$ cat src/rtl/rv32i_types.sv
// Shared types for the perf counter window: counter offsets, handshake states, index helper.
package rv32i_types;

  localparam int PERF_NUM_COUNTERS = 11;

  // Byte offsets inside the perf window; software headers derive from this list.
  typedef enum logic [7:0] {
    ICACHE_HIT   = 8'h00,
    ICACHE_MISS  = 8'h04,
    DCACHE_HIT   = 8'h08,
    DCACHE_MISS  = 8'h0C,
    L2_HIT       = 8'h10,
    L2_MISS      = 8'h14,
    EWB_WRITE    = 8'h18,
    BR_TOTAL     = 8'h1C,
    BR_INCORRECT = 8'h20,
    PF_HIT       = 8'h24,
    PF_READ      = 8'h28
  } counter_addr;

  typedef enum logic {
    PERF_IDLE,
    PERF_RESP
  } perf_state_t;

  function automatic logic [5:0] counter_addr_to_idx(input logic [7:0] addr);
    return 6'(addr >> 2);
  endfunction

endpackage

$ cat src/rtl/perf_counter.sv
// One saturating event counter with a byte-masked load port.
// A load in the same edge as an increment wins and the increment is dropped.
module perf_counter #(
  parameter int CNT_WIDTH = 32
) (
  input  logic                 clk,
  input  logic                 rst_n,
  input  logic                 inc_i,
  input  logic                 load_i,
  input  logic [3:0]           be_i,
  input  logic [31:0]          wdata_i,
  output logic [CNT_WIDTH-1:0] cnt_o
);

  logic [CNT_WIDTH-1:0] cnt_q, cnt_d;
  logic [31:0]          cur_ext;
  logic [31:0]          merged;

  always_comb begin
    cur_ext = 32'(cnt_q);
    merged  = cur_ext;
    for (int b = 0; b < 4; b++) begin
      if (be_i[b]) merged[8*b +: 8] = wdata_i[8*b +: 8];
    end
    cnt_d = cnt_q;
    // Upper store bits beyond the counter width fall away on truncation.
    if (load_i) begin
      cnt_d = merged[CNT_WIDTH-1:0];
    end else if (inc_i && (cnt_q != '1)) begin
      cnt_d = cnt_q + CNT_WIDTH'(1);
    end
  end

  always_ff @(posedge clk or negedge rst_n) begin
    if (!rst_n) cnt_q <= '0;
    else        cnt_q <= cnt_d;
  end

  assign cnt_o = cnt_q;

endmodule

$ cat src/rtl/perf_counter_unit.sv
// Memory-mapped bank of saturating performance counters behind a fixed 256-byte window.
// Each accepted load/store completes with a single mem_resp pulse one cycle after sampling.
module perf_counter_unit
  import rv32i_types::*;
#(
  parameter int          NUM_COUNTERS = PERF_NUM_COUNTERS,
  parameter int          CNT_WIDTH    = 32,
  parameter logic [31:0] BASE_ADDR    = 32'hFFFF_FF00
) (
  input  logic                    clk,
  input  logic                    rst_n,
  input  logic                    count_en,
  input  logic [NUM_COUNTERS-1:0] event_i,
  input  logic                    mem_read,
  input  logic                    mem_write,
  input  logic [31:0]             mem_address,
  input  logic [31:0]             mem_wdata,
  input  logic [3:0]              mem_byte_enable,
  output logic                    sel_o,
  output logic [31:0]             mem_rdata,
  output logic                    mem_resp
);

  perf_state_t          state_q, state_d;
  logic [31:0]          rdata_q, rdata_d;
  logic [CNT_WIDTH-1:0] cnt [NUM_COUNTERS];
  logic [5:0]           idx;
  logic                 mapped;
  logic                 accept;
  logic                 do_wr;
  logic                 do_rd;
  logic [31:0]          rd_val;

  assign sel_o  = (mem_address[31:8] == BASE_ADDR[31:8]);
  assign idx    = counter_addr_to_idx(mem_address[7:0]);
  assign mapped = (mem_address[1:0] == 2'b00) && (int'(idx) < NUM_COUNTERS);
  assign accept = (state_q == PERF_IDLE) && (mem_read || mem_write) && sel_o;
  // A combined read+write is serviced as a write only.
  assign do_wr  = accept && mem_write;
  assign do_rd  = accept && mem_read && !mem_write;

  always_comb begin
    rd_val = '0;
    for (int i = 0; i < NUM_COUNTERS; i++) begin
      if (mapped && (idx == 6'(i))) rd_val = 32'(cnt[i]);
    end
  end

  always_comb begin
    state_d = state_q;
    rdata_d = rdata_q;
    case (state_q)
      PERF_IDLE: begin
        if (accept) state_d = PERF_RESP;
        if (do_rd)  rdata_d = rd_val;
      end
      PERF_RESP: state_d = PERF_IDLE;
      default:   state_d = PERF_IDLE;
    endcase
  end

  always_ff @(posedge clk or negedge rst_n) begin
    if (!rst_n) begin
      state_q <= PERF_IDLE;
      rdata_q <= '0;
    end else begin
      state_q <= state_d;
      rdata_q <= rdata_d;
    end
  end

  assign mem_resp  = (state_q == PERF_RESP);
  assign mem_rdata = rdata_q;

  for (genvar g = 0; g < NUM_COUNTERS; g++) begin : g_cnt
    perf_counter #(
      .CNT_WIDTH (CNT_WIDTH)
    ) u_cnt (
      .clk     (clk),
      .rst_n   (rst_n),
      .inc_i   (count_en && event_i[g]),
      .load_i  (do_wr && mapped && (idx == 6'(g))),
      .be_i    (mem_byte_enable),
      .wdata_i (mem_wdata),
      .cnt_o   (cnt[g])
    );
  end

endmodule

$ cat config.mk
export PLATFORM = sky130hd
export DESIGN_NAME = perf_counter_unit
export DESIGN_NICKNAME = d
export VERILOG_FILES = /design/src/rtl/rv32i_types.sv /design/src/rtl/perf_counter.sv /design/src/rtl/perf_counter_unit.sv
export SDC_FILE = /design/constraint.sdc
export NUM_CORES = 1
export LEC_CHECK = 0
export ABC_AREA = 1
export BUFFER_PORTS_ARGS = -buffer_cell sky130_fd_sc_hd__buf_2
export CORE_UTILIZATION = 24
export CTS_BUF_LIST = sky130_fd_sc_hd__clkbuf_16
export DETAILED_ROUTE_END_ITERATION = 7
export HOLD_SLACK_MARGIN = 0.02
export SYNTH_ARGS = -nofsm -noshare
export SYNTH_HDL_FRONTEND = slang
export SYNTH_SLANG_ARGS = --single-unit
export TNS_END_PERCENT = 20
$ cat constraint.sdc
create_clock -name clk -period 3.6 [get_ports clk]
set_input_delay 0.54 -clock clk [delete_from_list [all_inputs] [get_ports clk]]
set_output_delay 0.54 -clock clk [all_outputs]
set_load 0.005 [all_outputs]
==> flow_summary.json, run 1 <==
{
  "drt-total-wl_mm": 152.2,
  "yosysWarnings": 0,
  "cp_max_fo": 15,
  "path_clk_slew_ns": 0.06,
  "core_sq_um": 127500,
  "finClkSkew_ns": 0.03960,
  "start_util": 0.2418,
  "overflow": 0,
  "ys_seq_area_frac": 0.3125,
  "grt_max_degree": 108,
  "cts_hold_buf": 1,
  "root_buffer": "clkbuf_16",
  "cts_sinks": 385,
  "period_minus_slack_ns": 3.028,
  "grt_pass1_wl_mm": 222.0,
  "drcViolationCount": 0,
  "gp_congestion": 1.042,
  "place_inst": 6675,
  "power_leakage_nw": 16.25,
  "first_global_vias": 32054,
  "vdd_drop_max_v": 0.0003650,
  "detail-route-antenna-nets": 0,
  "syn_inst": 4997,
  "io_pins": 118,
  "maxSlewHeadroom": 0.1747,
  "tightest_slew_ns": 1.237,
  "period_share": 0.8410,
  "syn_to_final_growth_pct": 13.52,
  "cts_max_level": 2,
  "layout.cells.non_filler": 6767,
  "fin_setup_tns_ns": 0,
  "synth.cell_area_sq_um": 30830,
  "die_area_sq_um": 129900,
  "finalSetupViolations": 0,
  "cts_tree": "built",
  "drtIter0Drc": 4855,
  "die_y_microns": 360.4,
  "min_path_type": "in2reg",
  "track_usage": 0.2287,
  "synthArstFlopShare": 1.000,
  "synth_edf_count": 0,
  "fin_nets": 5159,
  "fp-row-count": 131,
  "outcome": "finished, final reports clean",
  "avgSynthCellArea_sq_um": 6.169,
  "ys.flop_type": "dfrtp_1",
  "cts_buffers": 48,
  "detail_route.first_pass.iterations": 8,
  "fill_cells": 14416,
  "cts_setup_buffers": 0,
  "max_cap_violations": 0,
  "worstPathArrival_ns": 3.52,
  "end_kind": "flop",
  "post_drt_wl_per_cell_microns": 22.49,
  "drive_gt1_frac": 0.07231,
  "via_per_inst": 5.179,
  "rsz0062_at_grt": "no",
  "clock_path_buffers": 3,
  "timing.final.max_slew_violations": 0,
  "max_freq_mhz": 330.3,
  "post_cts_resized": 0,
  "clock_latency_ns": 0.66,
  "num_vias": 35043,
  "worstSetupStartpointType": "flop",
  "dp_hpwl_mm": 112.3,
  "synth_cell_types": 37,
  "die_width_microns": 360.4,
  "antenna_found_initial": 12,
  "worstSetupPathType": "reg2reg",
  "required_ns": 4.09,
  "synth_seq_cells": 385,
  "finalHoldViolations": 0,
  "power_density_nw_per_um2": 367.8,
  "synth_nets": 5092,
  "port_buffers": 117
}
-- critical path: stages, from the launching register on --
cell	delay (ns)
dfrtp_1	0.38
ha_1	0.22
inv_1	0.11
nor3_2	0.31
nand3_1	0.29
nor3_1	0.44
a21oi_1	0.13
nand2_1	0.26
buf_4	0.22
nand2_1	0.29
nand2_1	0.15
o21ai_0	0.09
-- routing by layer --
metal | track usage | vias to the layer above | routed length (microns)
met5 | 0 | - | 47
met4 | 0.1154 | 8 | 8747
met3 | 0.04833 | 320 | 15370
met2 | 0.3348 | 1868 | 62970
met1 | 0.3150 | 16527 | 65090
li1 | - | 16320 | -
-- logic make-up (layout without fill, tap and decap cells) --
logic type | count (synthesis) | in the layout | share of synthesized area
buffers and inverters | 525 | 631 | 0.06867
flip-flops | 385 | 385 | 0.3125
other | 0 | 2 | 0
XOR/XNOR | 291 | 291 | 0.08267
adder cells (fa/ha/maj) | 11 | 11 | 0.004464
AND/OR/NAND/NOR | 3406 | 3406 | 0.4689
AO/OA/AOI/OAI | 379 | 379 | 0.06279
-- stage by stage --
step | hold slack, ns | setup slack [ns] | instance area, sq um | utilization | total power [mW]
2_1_floorplan | 0.2444 | 1.376 | 30830 | - | 6.956
3_3_place_gp | 0.4651 | 0.2088 | 33490 | 0.2626 | 7.983
3_5_place_dp | 0.4654 | 0.1844 | 33490 | 0.2626 | 8.014
4_1_cts | 0.2085 | 0.6873 | 34990 | 0.2744 | 12.86
5_1_grt | 0.2690 | 0.3548 | 34990 | 0.2744 | 13.43
6_report | 0.2310 | 0.5723 | 35000 | 0.2744 | 12.87
-- registers in the layout, indices dropped and copies added, names as in the netlist --
| name | flops |
|---|---|
| mem_rdata | 32 |
| mem_resp | 1 |
| g_cnt.u_cnt.cnt_o | 352 |
-- cell usage after synthesis (2+ instances only) --
cell type	instances	area share
o21ai_0	229	0.037
nand3b_1	17	0.0041
nor2_1	494	0.060
nand4_1	146	0.030
buf_6	4	0.0015
nand2_1	1912	0.23
xnor2_1	66	0.019
a21oi_1	97	0.016
buf_4	11	0.0027
nand2_2	25	0.0051
or2_2	17	0.0034
inv_1	310	0.038
nor2_4	2	0.00073
nand3_1	561	0.091
nor4_1	42	0.0085
clkinv_1	2	0.00024
nor3b_1	3	0.00073
dfrtp_1	385	0.31
nor3_2	6	0.0019
nor2_2	13	0.0026
buf_1	9	0.0011
and3_1	3	0.00061
o211ai_1	9	0.0022
o21ai_1	41	0.0067
ha_1	11	0.0045
clkbuf_1	122	0.015
xor2_1	225	0.064
buf_2	59	0.0096
inv_2	7	0.00085
nor3_1	162	0.026
-- layout by cell type, fill, tap and decap left out, types with 16 or more instances in the layout --
cell type,synthesis,routed
nand2_1,1912,1912
nand3_1,561,560
nor2_1,494,490
dfrtp_1,385,385
inv_1,310,321
o21ai_0,229,229
xor2_1,225,225
nor3_1,162,161
nand4_1,146,146
buf_2,59,116
buf_4,11,98
a21oi_1,97,97
xnor2_1,66,66
clkbuf_16,0,48
nor4_1,42,41
o21ai_1,41,41
nand2_2,25,25
or2_2,17,17
nand3b_1,17,17
nor2_2,13,16
-- final timing paths --
check,startpoint,to,slack [ns],cells past startpoint
max in group asynchronous,rst_n,g_cnt[8].u_cnt.cnt_o[28],2.16,3
min reg2reg,mem_rdata[25],mem_rdata[25],0.48,2
max reg2reg,g_cnt[3].u_cnt.cnt_o[0],g_cnt[3].u_cnt.cnt_o[24],0.57,11
min,mem_wdata[7],g_cnt[1].u_cnt.cnt_o[7],0.23,5
max,g_cnt[3].u_cnt.cnt_o[0],g_cnt[3].u_cnt.cnt_o[24],0.57,11
min in group asynchronous,rst_n,g_cnt[2].u_cnt.cnt_o[2],0.42,2
-- report_power, final --
group / internal, mW / switching (mW)
clock network: 2.64 / 2.19
logic: 0.807 / 1.65
registers: 4.81 / 0.771
-- layout make-up --
cell class	count	area [sq um]	share of cell area
repair buffers	223	1481	0.04233
clock inverters	41	290.3	0.008294
inverters	319	1197	0.03421
diodes	2	5.005	0.0001430
flip-flops and latches	385	9634	0.2753
well taps	1662	2079	0.05942
clock buffers	48	1201	0.03432
multi-input cells	4087	19110	0.5460
(Power assumes the default switching activity.)
==> inputs of run 2 (changes only) <==
==> constraint.sdc (replaced) <==
create_clock -name clk -period 2.95 [get_ports clk]
set_input_delay 0.4425 -clock clk [delete_from_list [all_inputs] [get_ports clk]]
set_output_delay 0.4425 -clock clk [all_outputs]
set_load 0.005 [all_outputs]
==> flow_summary.json, run 2 (synthesized netlist as in run 1, its figures left out) <==
{
  "outcome": "finished, final reports clean",
  "finClkSkew_ns": 0.02634,
  "fill_cells": 14343,
  "drt-total-wl_mm": 155.2,
  "post_drt_wl_per_cell_microns": 22.64,
  "grt_max_degree": 77,
  "drcViolationCount": 0,
  "dpl-instance-area_sq_um": 34420,
  "port_buffers": 117,
  "power_density_nw_per_um2": 437.0,
  "max_freq_mhz": 371.0,
  "fin_setup_tns_ns": 0,
  "fin_nets": 5253,
  "track_usage": 0.2332,
  "cts_buffers": 48,
  "cts_tree": "built",
  "gp_congestion": 1.011,
  "core_sq_um": 127500,
  "timing.final.max_slew_violations": 0,
  "root_buffer": "clkbuf_16",
  "fin_ws_ns": 0.2544,
  "clock_path_buffers": 3,
  "maxSlewHeadroom": 0.2911,
  "worstPathArrival_ns": 3.21,
  "power_leakage_nw": 16.72,
  "cp_max_fo": 9,
  "grt_pass1_wl_mm": 225.7,
  "worstSetupStartpointType": "flop",
  "via_per_inst": 5.171,
  "finalHoldViolations": 0,
  "drtIter0Drc": 4397,
  "largest_register_ffs": 352,
  "finalPower_mw": 15.68,
  "rsz0062_at_grt": "no",
  "cts_setup_buffers": 0,
  "syn_to_final_growth_pct": 16.36,
  "fin_util": 0.2813,
  "die_area_sq_um": 129900,
  "die_y_microns": 360.4,
  "period_minus_slack_ns": 2.696,
  "layout.cells.most_common_list": "1910 x nand2_1, 560 x nand3_1, 490 x nor2_1, 385 x dfrtp_1, 317 x inv_1",
  "cts_max_level": 2,
  "end_kind": "flop",
  "num_vias": 35457,
  "first_global_vias": 32634,
  "start_util": 0.2418,
  "min_path_type": "in2reg",
  "detail_route.first_pass.iterations": 5,
  "drive_gt1_frac": 0.08940,
  "io_pins": 118,
  "cts_sinks": 385,
  "antenna_found_initial": 13,
  "required_ns": 3.46,
  "place_ws_ns": 0.08470,
  "fp-row-count": 131,
  "design_area_sq_um": 35870,
  "final_common_cell": "nand2_1",
  "period_share": 0.9138,
  "max_cap_violations": 0,
  "path_clk_slew_ns": 0.07,
  "tightest_slew_ns": 1.062,
  "vdd_drop_max_v": 0.0004320,
  "die_width_microns": 360.4,
  "finalSetupViolations": 0,
  "clock_latency_ns": 0.65,
  "detail-route-antenna-nets": 0,
  "worstSetupPathType": "reg2reg",
  "overflow": 0,
  "dp_hpwl_mm": 115.5
}
[run 2: cell types whose count changed in the layout (fill, tap and decap cells not counted), moves of 3 or more]
cell     before  now
buf_12        7   25
inv_1       321  317
diode_2       2    5
buf_4        98  174
[run 2: critical path: stages (launching register included)]
cell	delay, ns
dfrtp_1	0.40
ha_1	0.18
nand2_1	0.08
nor2_1	0.15
nand2_1	0.14
nor2_2	0.20
nand2_2	0.12
nor2_4	0.16
nand3_1	0.17
inv_1	0.18
a21oi_1	0.12
nand2_2	0.20
nand2_1	0.25
nand2_1	0.12
o21ai_0	0.08
[run 2: worst paths after layout]
kind,start,endpoint,slack (ns),cells after the start
max,g_cnt[9].u_cnt.cnt_o[0],g_cnt[9].u_cnt.cnt_o[11],0.25,14
min,mem_wdata[7],g_cnt[1].u_cnt.cnt_o[7],0.15,5
max reg2reg,g_cnt[9].u_cnt.cnt_o[0],g_cnt[9].u_cnt.cnt_o[11],0.25,14
min reg2reg,mem_rdata[24],mem_rdata[24],0.48,2
max in group asynchronous,rst_n,g_cnt[5].u_cnt.cnt_o[23],1.62,3
min in group asynchronous,rst_n,g_cnt[0].u_cnt.cnt_o[1],0.43,2
[run 2: what timing repair did]
item | CTS | global route
hold buffers | 1 | 0
endpoints found under the hold margin | 62 | 0
setup endpoints to repair | 0 | 17
gates resized for setup | 0 | 3
[run 2: report_power, final]
group          internal (mW)  switching, mW  total [mW]
combinational           1.09           2.16        3.25
sequential              5.87          0.891        6.76
clock                   3.03           2.63        5.67
[run 2: cell type report]
cell class | count | area [sq um] | share of cell area
antenna | 5 | 12.51 | 0.0003488
clock buffer | 48 | 1201 | 0.03348
clock inverter | 34 | 216.5 | 0.006034
inverter | 319 | 1197 | 0.03338
multi-input combinational | 4087 | 19120 | 0.5330
sequential | 385 | 9634 | 0.2686
tap | 1662 | 2079 | 0.05797
timing repair buffer | 317 | 2412 | 0.06725
[run 2: per-layer routing]
layer  GRT usage  up-vias  wire (microns)
met2      0.3474     1815           65330
met3     0.04031      378           14320
met4      0.1198       10            9117
li1            -    16516               -
met1      0.3214    16738           66400
met5           0        -              54
[run 2: through the flow]
stage / std cells / hold WS, ns
after global routing: 6852 / 0.1980
after detailed placement: 6769 / 0.4657
after CTS: 6852 / 0.1313
after floorplan: 4997 / 0.1469
after global placement: 6769 / 0.4618
final: 6857 / 0.1463
